==> src/rtl/audio_sample_packet_assembler_pkg.sv <==
// rtl/audio_sample_packet_assembler_pkg.sv - shared constants and types for the audio sample packet assembler
package audio_sample_packet_assembler_pkg;

  localparam int CHANNEL_STATUS_LENGTH  = 192;
  localparam int MAX_SAMPLES_PER_PACKET = 4;
  localparam int SAMPLE_SLOT_WIDTH      = 24;

  // Left sits in the low half so a packed sample drops straight into a packet slot.
  typedef struct packed {
    logic [SAMPLE_SLOT_WIDTH-1:0] right;
    logic [SAMPLE_SLOT_WIDTH-1:0] left;
  } stereo_sample_t;

  typedef enum logic {
    IDLE,
    OFFER
  } asm_state_t;

endpackage

==> src/rtl/audio_sample_fifo.sv <==
// rtl/audio_sample_fifo.sv - synchronous sample FIFO with pop-by-n and read-ahead of the oldest four entries
module audio_sample_fifo #(
  parameter int WIDTH = 48,
  parameter int DEPTH = 8,
  localparam int AW   = $clog2(DEPTH),
  localparam int CW   = AW + 1
) (
  input  logic             clk,
  input  logic             reset,
  input  logic             push,
  input  logic [WIDTH-1:0] push_data,
  input  logic [2:0]       pop_n,
  output logic [CW-1:0]    count,
  output logic             full,
  output logic [WIDTH-1:0] head [4]
);

  logic [WIDTH-1:0] mem [DEPTH];
  logic [AW-1:0]    wr_ptr;
  logic [AW-1:0]    rd_ptr;
  logic             push_ok;

  // Full is judged on the pre-pop count, so a push into a full FIFO is dropped even alongside a pop.
  assign full    = (count == CW'(DEPTH));
  assign push_ok = push && !full;

  // Sample storage; contents need no reset since the pointers define validity.
  always_ff @(posedge clk) begin
    if (push_ok) begin
      mem[wr_ptr] <= push_data;
    end
  end

  // Pointer and occupancy tracking; the caller never pops more than it holds.
  always_ff @(posedge clk) begin
    if (reset) begin
      wr_ptr <= '0;
      rd_ptr <= '0;
      count  <= '0;
    end else begin
      if (push_ok) begin
        wr_ptr <= wr_ptr + AW'(1);
      end
      rd_ptr <= rd_ptr + AW'(pop_n);
      count  <= count + CW'(push_ok) - CW'(pop_n);
    end
  end

  // Read-ahead window onto the four oldest entries.
  always_comb begin
    for (int i = 0; i < 4; i++) begin
      head[i] = mem[rd_ptr + AW'(i)];
    end
  end

endmodule

==> src/rtl/audio_sample_packet_assembler.sv <==
// rtl/audio_sample_packet_assembler.sv - buffers stereo PCM strobes and offers up to four per audio sample packet
module audio_sample_packet_assembler
  import audio_sample_packet_assembler_pkg::*;
#(
  parameter int AUDIO_BIT_WIDTH       = 16,
  parameter int FIFO_DEPTH            = 8,
  parameter int CHANNEL_STATUS_LENGTH = 192
) (
  input  logic                       clk_pixel,
  input  logic                       reset,
  input  logic                       sample_valid,
  input  logic [AUDIO_BIT_WIDTH-1:0] sample_left,
  input  logic [AUDIO_BIT_WIDTH-1:0] sample_right,
  output logic                       packet_valid,
  input  logic                       packet_taken,
  output logic [7:0]                 frame_counter,
  output logic [7:0]                 valid_bit,
  output logic [7:0]                 user_data_bit,
  output logic [191:0]               audio_sample_word,
  output logic [3:0]                 audio_sample_word_present,
  output logic                       overflow
);

  localparam int CW  = $clog2(FIFO_DEPTH) + 1;
  localparam int PAD = SAMPLE_SLOT_WIDTH - AUDIO_BIT_WIDTH;
  localparam int SW  = 2 * SAMPLE_SLOT_WIDTH;

  stereo_sample_t in_sample;
  logic [SW-1:0]  head [4];
  logic [CW-1:0]  fifo_count;
  logic           fifo_full;
  logic [2:0]     avail_n;
  logic [2:0]     pop_n;
  logic           capture;
  logic           take;

  asm_state_t     state;
  asm_state_t     next_state;
  logic [2:0]     snap_n;
  logic [191:0]   snap_slots;
  logic [3:0]     snap_present;
  logic [8:0]     fc_sum;
  logic [7:0]     fc_next;

  // Left-justify each PCM word into its 24-bit slot with zero LSBs.
  assign in_sample.left  = SAMPLE_SLOT_WIDTH'(sample_left)  << PAD;
  assign in_sample.right = SAMPLE_SLOT_WIDTH'(sample_right) << PAD;

  audio_sample_fifo #(
    .WIDTH (SW),
    .DEPTH (FIFO_DEPTH)
  ) u_fifo (
    .clk       (clk_pixel),
    .reset     (reset),
    .push      (sample_valid),
    .push_data (in_sample),
    .pop_n     (pop_n),
    .count     (fifo_count),
    .full      (fifo_full),
    .head      (head)
  );

  assign avail_n = (fifo_count >= CW'(MAX_SAMPLES_PER_PACKET)) ? 3'd4 : 3'(fifo_count);

  assign fc_sum  = {1'b0, frame_counter} + 9'(snap_n);
  assign fc_next = (fc_sum >= 9'(CHANNEL_STATUS_LENGTH)) ? 8'(fc_sum - 9'(CHANNEL_STATUS_LENGTH))
                                                        : fc_sum[7:0];

  assign valid_bit     = 8'h00;
  assign user_data_bit = 8'h00;

  // State register.
  always_ff @(posedge clk_pixel) begin
    if (reset) begin
      state <= IDLE;
    end else begin
      state <= next_state;
    end
  end

  // Next state, snapshot/pop strobes and gated offer outputs.
  always_comb begin
    next_state                = state;
    capture                   = 1'b0;
    take                      = 1'b0;
    pop_n                     = 3'd0;
    packet_valid              = 1'b0;
    audio_sample_word         = '0;
    audio_sample_word_present = 4'b0000;
    case (state)
      IDLE: begin
        if (fifo_count != '0) begin
          capture    = 1'b1;
          next_state = OFFER;
        end
      end
      OFFER: begin
        packet_valid              = 1'b1;
        audio_sample_word         = snap_slots;
        audio_sample_word_present = snap_present;
        if (packet_taken) begin
          take       = 1'b1;
          pop_n      = snap_n;
          next_state = IDLE;
        end
      end
      default: next_state = IDLE;
    endcase
  end

  // Freeze the oldest n entries into the offer; unused slots are zeroed.
  always_ff @(posedge clk_pixel) begin
    if (reset) begin
      snap_slots   <= '0;
      snap_present <= 4'b0000;
      snap_n       <= 3'd0;
    end else if (capture) begin
      for (int i = 0; i < MAX_SAMPLES_PER_PACKET; i++) begin
        snap_slots[SW*i +: SW] <= (3'(i) < avail_n) ? head[i] : '0;
        snap_present[i]        <= (3'(i) < avail_n);
      end
      snap_n <= avail_n;
    end
  end

  // Frame counter tracks slot 0 and advances by the number of samples consumed.
  always_ff @(posedge clk_pixel) begin
    if (reset) begin
      frame_counter <= 8'd0;
    end else if (take) begin
      frame_counter <= fc_next;
    end
  end

  // One-cycle drop indication for a strobe that found the FIFO full.
  always_ff @(posedge clk_pixel) begin
    if (reset) begin
      overflow <= 1'b0;
    end else begin
      overflow <= sample_valid && fifo_full;
    end
  end

endmodule

==> config.mk <==
export PLATFORM = sky130hd
export DESIGN_NAME = audio_sample_packet_assembler
export DESIGN_NICKNAME = d
export VERILOG_FILES = /design/src/rtl/audio_sample_packet_assembler_pkg.sv /design/src/rtl/audio_sample_fifo.sv /design/src/rtl/audio_sample_packet_assembler.sv
export SDC_FILE = /design/constraint.sdc
export NUM_CORES = 1
export LEC_CHECK = 0
export ABC_AREA = 1
export CORE_MARGIN = 2
export CORE_UTILIZATION = 45
export DETAILED_ROUTE_END_ITERATION = 10
export PLACE_DENSITY_LB_ADDON = 0.25
export SYNTH_ARGS = -nofsm -noshare
export SYNTH_HDL_FRONTEND = slang
export SYNTH_SLANG_ARGS = --single-unit
==> constraint.sdc <==
create_clock -name clk_pixel -period 3 [get_ports clk_pixel]
set_clock_uncertainty 0.05 [all_clocks]
set_input_delay 0.45 -clock clk_pixel [delete_from_list [all_inputs] [get_ports clk_pixel]]
set_output_delay 0.45 -clock clk_pixel [all_outputs]
set_load 0.05 [all_outputs]
==> impl_metrics.py <==
metrics = {
    "pwr": {
        "max-vdd-ir-drop_v": 0.0004167,
        "pwr-share-seq": 0.379,
        "internal-power_w": 0.01205,
        "finalPower_w": 0.01951,
        "power_switching_w": 0.007460,
        "swShare": 0.3823,
        "clkPwrFrac": 0.289,
        "comb_power_share": 0.332,
        "power.density_nw_per_um2": 769.3,
        "leakage_nw": 11.84,
    },
    "final_layout": {
        "final_core_util": 0.5347,
        "drive_above_1_share": 0.05037,
        "nets": 2955,
        "diodes": 0,
        "synthToLayoutAreaGrowth_pct": 17.76,
    },
    "timing": {
        "finalSetupViolCount": 0,
        "setup_slack_ns": 0.06233,
        "tightest_slew_ns": 0.7366,
        "relSlewSlack": 0.5078,
        "period_minus_slack_ns": 2.938,
        "final.period_utilization": 0.9792,
        "clock.fmax_mhz": 340.4,
        "drv_slew": 0,
        "hold_violations": 0,
    },
    "drt": {
        "vias_per_cell": 5.479,
        "drt_wl_total_mm": 66.51,
        "vias": 19470,
        "drt_first_pass_iters": 6,
        "drc": 0,
        "dr.first_iter.drc_count": 2285,
        "avgRoutedWirePerCell_um": 18.72,
        "postRouteAntennaNets": 0,
    },
    "global_routing": {
        "grt_pass1_wl_mm": 100.5,
        "grt_use_total": 0.2610,
        "antenna_found_initial": 4,
        "grt_max_degree": 159,
        "grt_pass1_vias": 17540,
        "grt-ovfl-total": 0,
    },
    "min_path": {
        "hold_path_depth": 2,
        "worstHoldStart": "reset",
        "hold_path.class": "input pin to flop",
    },
    "die": {
        "die_area_um2": 49640,
        "start_util": 0.4540,
        "core_um2": 47450,
        "num_io_pins": 258,
        "die_x_um": 222.8,
        "row_count": 80,
        "die_y_um": 222.8,
    },
    "logic_synthesis": {
        "yosys.area_share.adder": 0.01092,
        "yosys_warnings": 0,
        "ys_types": 40,
        "synth.avg_cell_area_um2": 7.663,
        "ys_seq_area_frac": 0.5000,
        "synthMuxAreaShare": 0.004182,
        "yosys.area_share.simple": 0.2413,
        "ys_ff_latch": 410,
        "yosys.area_share.xor_xnor": 0.002730,
        "synth_compound_area_frac": 0.1303,
        "synth_top_family_by_area": "simple AND/OR/NAND/NOR gates",
        "syn_inst": 2811,
        "synthesis.area_um2": 21540,
    },
    "setup_path": {
        "crit_end": "audio_sample_word[104]",
        "r2r_start": "snap_n[0]",
        "startpoint_type": "flop",
        "cp-startpoint": "state",
        "cp.required_ns": 2.50,
        "reg2reg_depth": 20,
        "max_stage_delay_ns": 0.84,
        "r2r_slack_ns": 0.37,
        "cp_max_fo": 39,
        "worstReg2RegEnd": "frame_counter[7]",
        "crit_chain": "buf_12 -> nand2_1 -> inv_1 -> clkdlybuf4s50_1",
        "criticalPathCategory": "flop to output port",
        "critPathSlowestCell": "clkdlybuf4s50_1",
        "setup.worst_path.end_class": "output port",
        "cp.arrival_ns": 2.44,
    },
    "job": {
        "drv_cap": 0,
    },
    "cts": {
        "clk_pin_slew_ns": 0.06,
        "cts_sinks": 410,
        "htreeDepth": 2,
        "cts-buffers-inserted": 44,
        "clock_latency_ns": 0.57,
        "clockBufferDepth": 3,
        "tritoncts": "built",
        "cts_root_buffer": "clkbuf_16",
    },
    "place": {
        "routabilityCongestion": 0.8997,
        "place_ws_ns": 0.4101,
        "numPortBuffers": 177,
        "dp_hpwl_mm": 42.73,
    },
    "outcome": {
        "status": "finished clean",
    },
}
[cells in the final DEF (no fill, tap or decap), types with 4 or more instances in the layout]
cell type,n
clkinv_1,7
mux2i_1,9
dfxtp_1,152
conb_1,80
edfxtp_1,256
bufinv_16,6
nand4_1,24
a21oi_1,151
clkdlybuf4s50_1,105
nand3_1,48
clkinv_2,6
clkbuf_1,8
nor2_4,13
inv_1,245
nor2_1,140
nand2_1,1087
inv_2,4
a22oi_1,8
clkbuf_8,6
a211oi_1,9
buf_12,24
a41oi_1,24
dlymetal6s2s_1,65
o22ai_1,22
o21ai_0,203
o21ai_1,95
o211ai_1,6
buf_4,29
clkbuf_16,45
nor3_1,17
ha_1,13
[synthesized netlist by cell type]
library cell	instances	area, um^2
a211oi_1	9	67.56
a21o_1	1	7.510
a21oi_1	151	755.7
a22o_1	1	8.760
a22oi_1	8	60.06
a41oi_1	24	210.2
and2_1	1	6.260
buf_1	10	37.54
buf_2	52	260.3
buf_4	105	788.3
buf_6	1	11.26
clkbuf_1	90	337.8
conb_1	1	3.750
dfxtp_1	154	3083
edfxtp_1	256	7687
fa_1	3	60.06
ha_1	14	175.2
inv_1	245	919.6
inv_2	6	22.52
mux2i_1	9	90.09
nand2_1	1087	4080
nand3_1	48	240.2
nand3b_1	1	7.510
nand4_1	24	150.1
nor2_1	149	559.3
nor2_2	5	31.28
nor2_4	1	11.26
nor3_1	17	85.08
nor3b_1	2	15.01
o211ai_1	6	45.04
o21a_1	2	15.01
o21ai_0	203	1016
o21ai_1	95	475.5
o22ai_1	22	137.6
o41ai_1	1	8.760
or2_2	2	12.51
xnor2_1	1	8.760
xnor2_2	1	16.27
xor2_1	2	17.52
xor2_2	1	16.27
[cell families after synthesis]
logic type	Yosys count
compound gates	523
simple gates	1337
xor+xnor	5
fa+ha+maj	17
flops	410
buf+inv	509
mux	9
other cells	1
[layout make-up]
class | count | area (um^2)
Fill cell | 4351 | 22080
Sequential cell | 410 | 10780
Multi-Input combinational cell | 1971 | 8786
Timing Repair Buffer | 224 | 2571
Clock buffer | 59 | 1239
Inverter | 251 | 948.4
Tap cell | 615 | 769.5
Clock inverter | 23 | 275.3
[per-stage QoR]
stage	instances	cell area [um^2]	hold slack [ns]	TNS [ns]
2_1_floorplan	2890	21840	0.3803	0
3_3_place_gp	3471	23690	0.3900	0
3_5_place_dp	3471	23690	0.3967	0
4_1_cts	3553	25200	0.2124	0
5_1_grt	3553	25370	0.2379	-0.01979
6_report	3553	25370	0.2298	0
[worst min path at each step]
| stage | endpoint |
|---|---|
| final | snap_slots[46] |
| after CTS | snap_slots[46] |
| after global placement | snap_present[0] |
| after floorplan | snap_present[0] |
| after global routing | snap_slots[46] |
| after detailed placement | snap_present[0] |
[power groups by stage]
stage	logic, W	registers [W]	clock network (W)
final	0.00647	0.00740	0.00565
after global routing	0.00695	0.00745	0.00594
after CTS	0.00641	0.00737	0.00570
after detailed placement	0.00639	0.00748	0
after global placement	0.00630	0.00747	0
after floorplan	0.00440	0.00724	0
[repair_timing]
| action | 4_1_cts | 5_1_grt |
|---|---|---|
| endpoints found under the setup margin | 1 | 65 |
| hold buffers | 0 | 0 |
| setup buffers | 0 | 0 |
| cloned | 0 | 0 |
| pin swaps | 0 | 0 |
| resized for setup | 1 | 65 |
[flip-flops by register name, summed over array words and instances (netlist names)]
| signal | count |
|---|---|
| snap_present | 3 |
| frame_counter | 8 |
| state | 1 |
| u_fifo.count | 4 |
| u_fifo.mem | 256 |
| snap_n | 3 |
| u_fifo.wr_ptr | 3 |
| u_fifo.rd_ptr | 3 |
| snap_slots | 128 |
| overflow | 1 |
[per-layer routing]
layer | track usage | up-vias | wire length (um)
li1 | - | 9150 | -
met1 | 0.3674 | 9173 | 28350
met5 | 0 | - | 56
met3 | 0.04337 | 143 | 6741
met4 | 0.07577 | 8 | 1632
met2 | 0.4152 | 993 | 29730
[critical path: cells and delay by family, from the launching register on]
family / cells / cell delay (ns)
and+or+nand+nor: 1 / 0.08
DFF: 1 / 0.53
buffers and inverters: 3 / 1.24
Power figures use the tool's default switching activity.
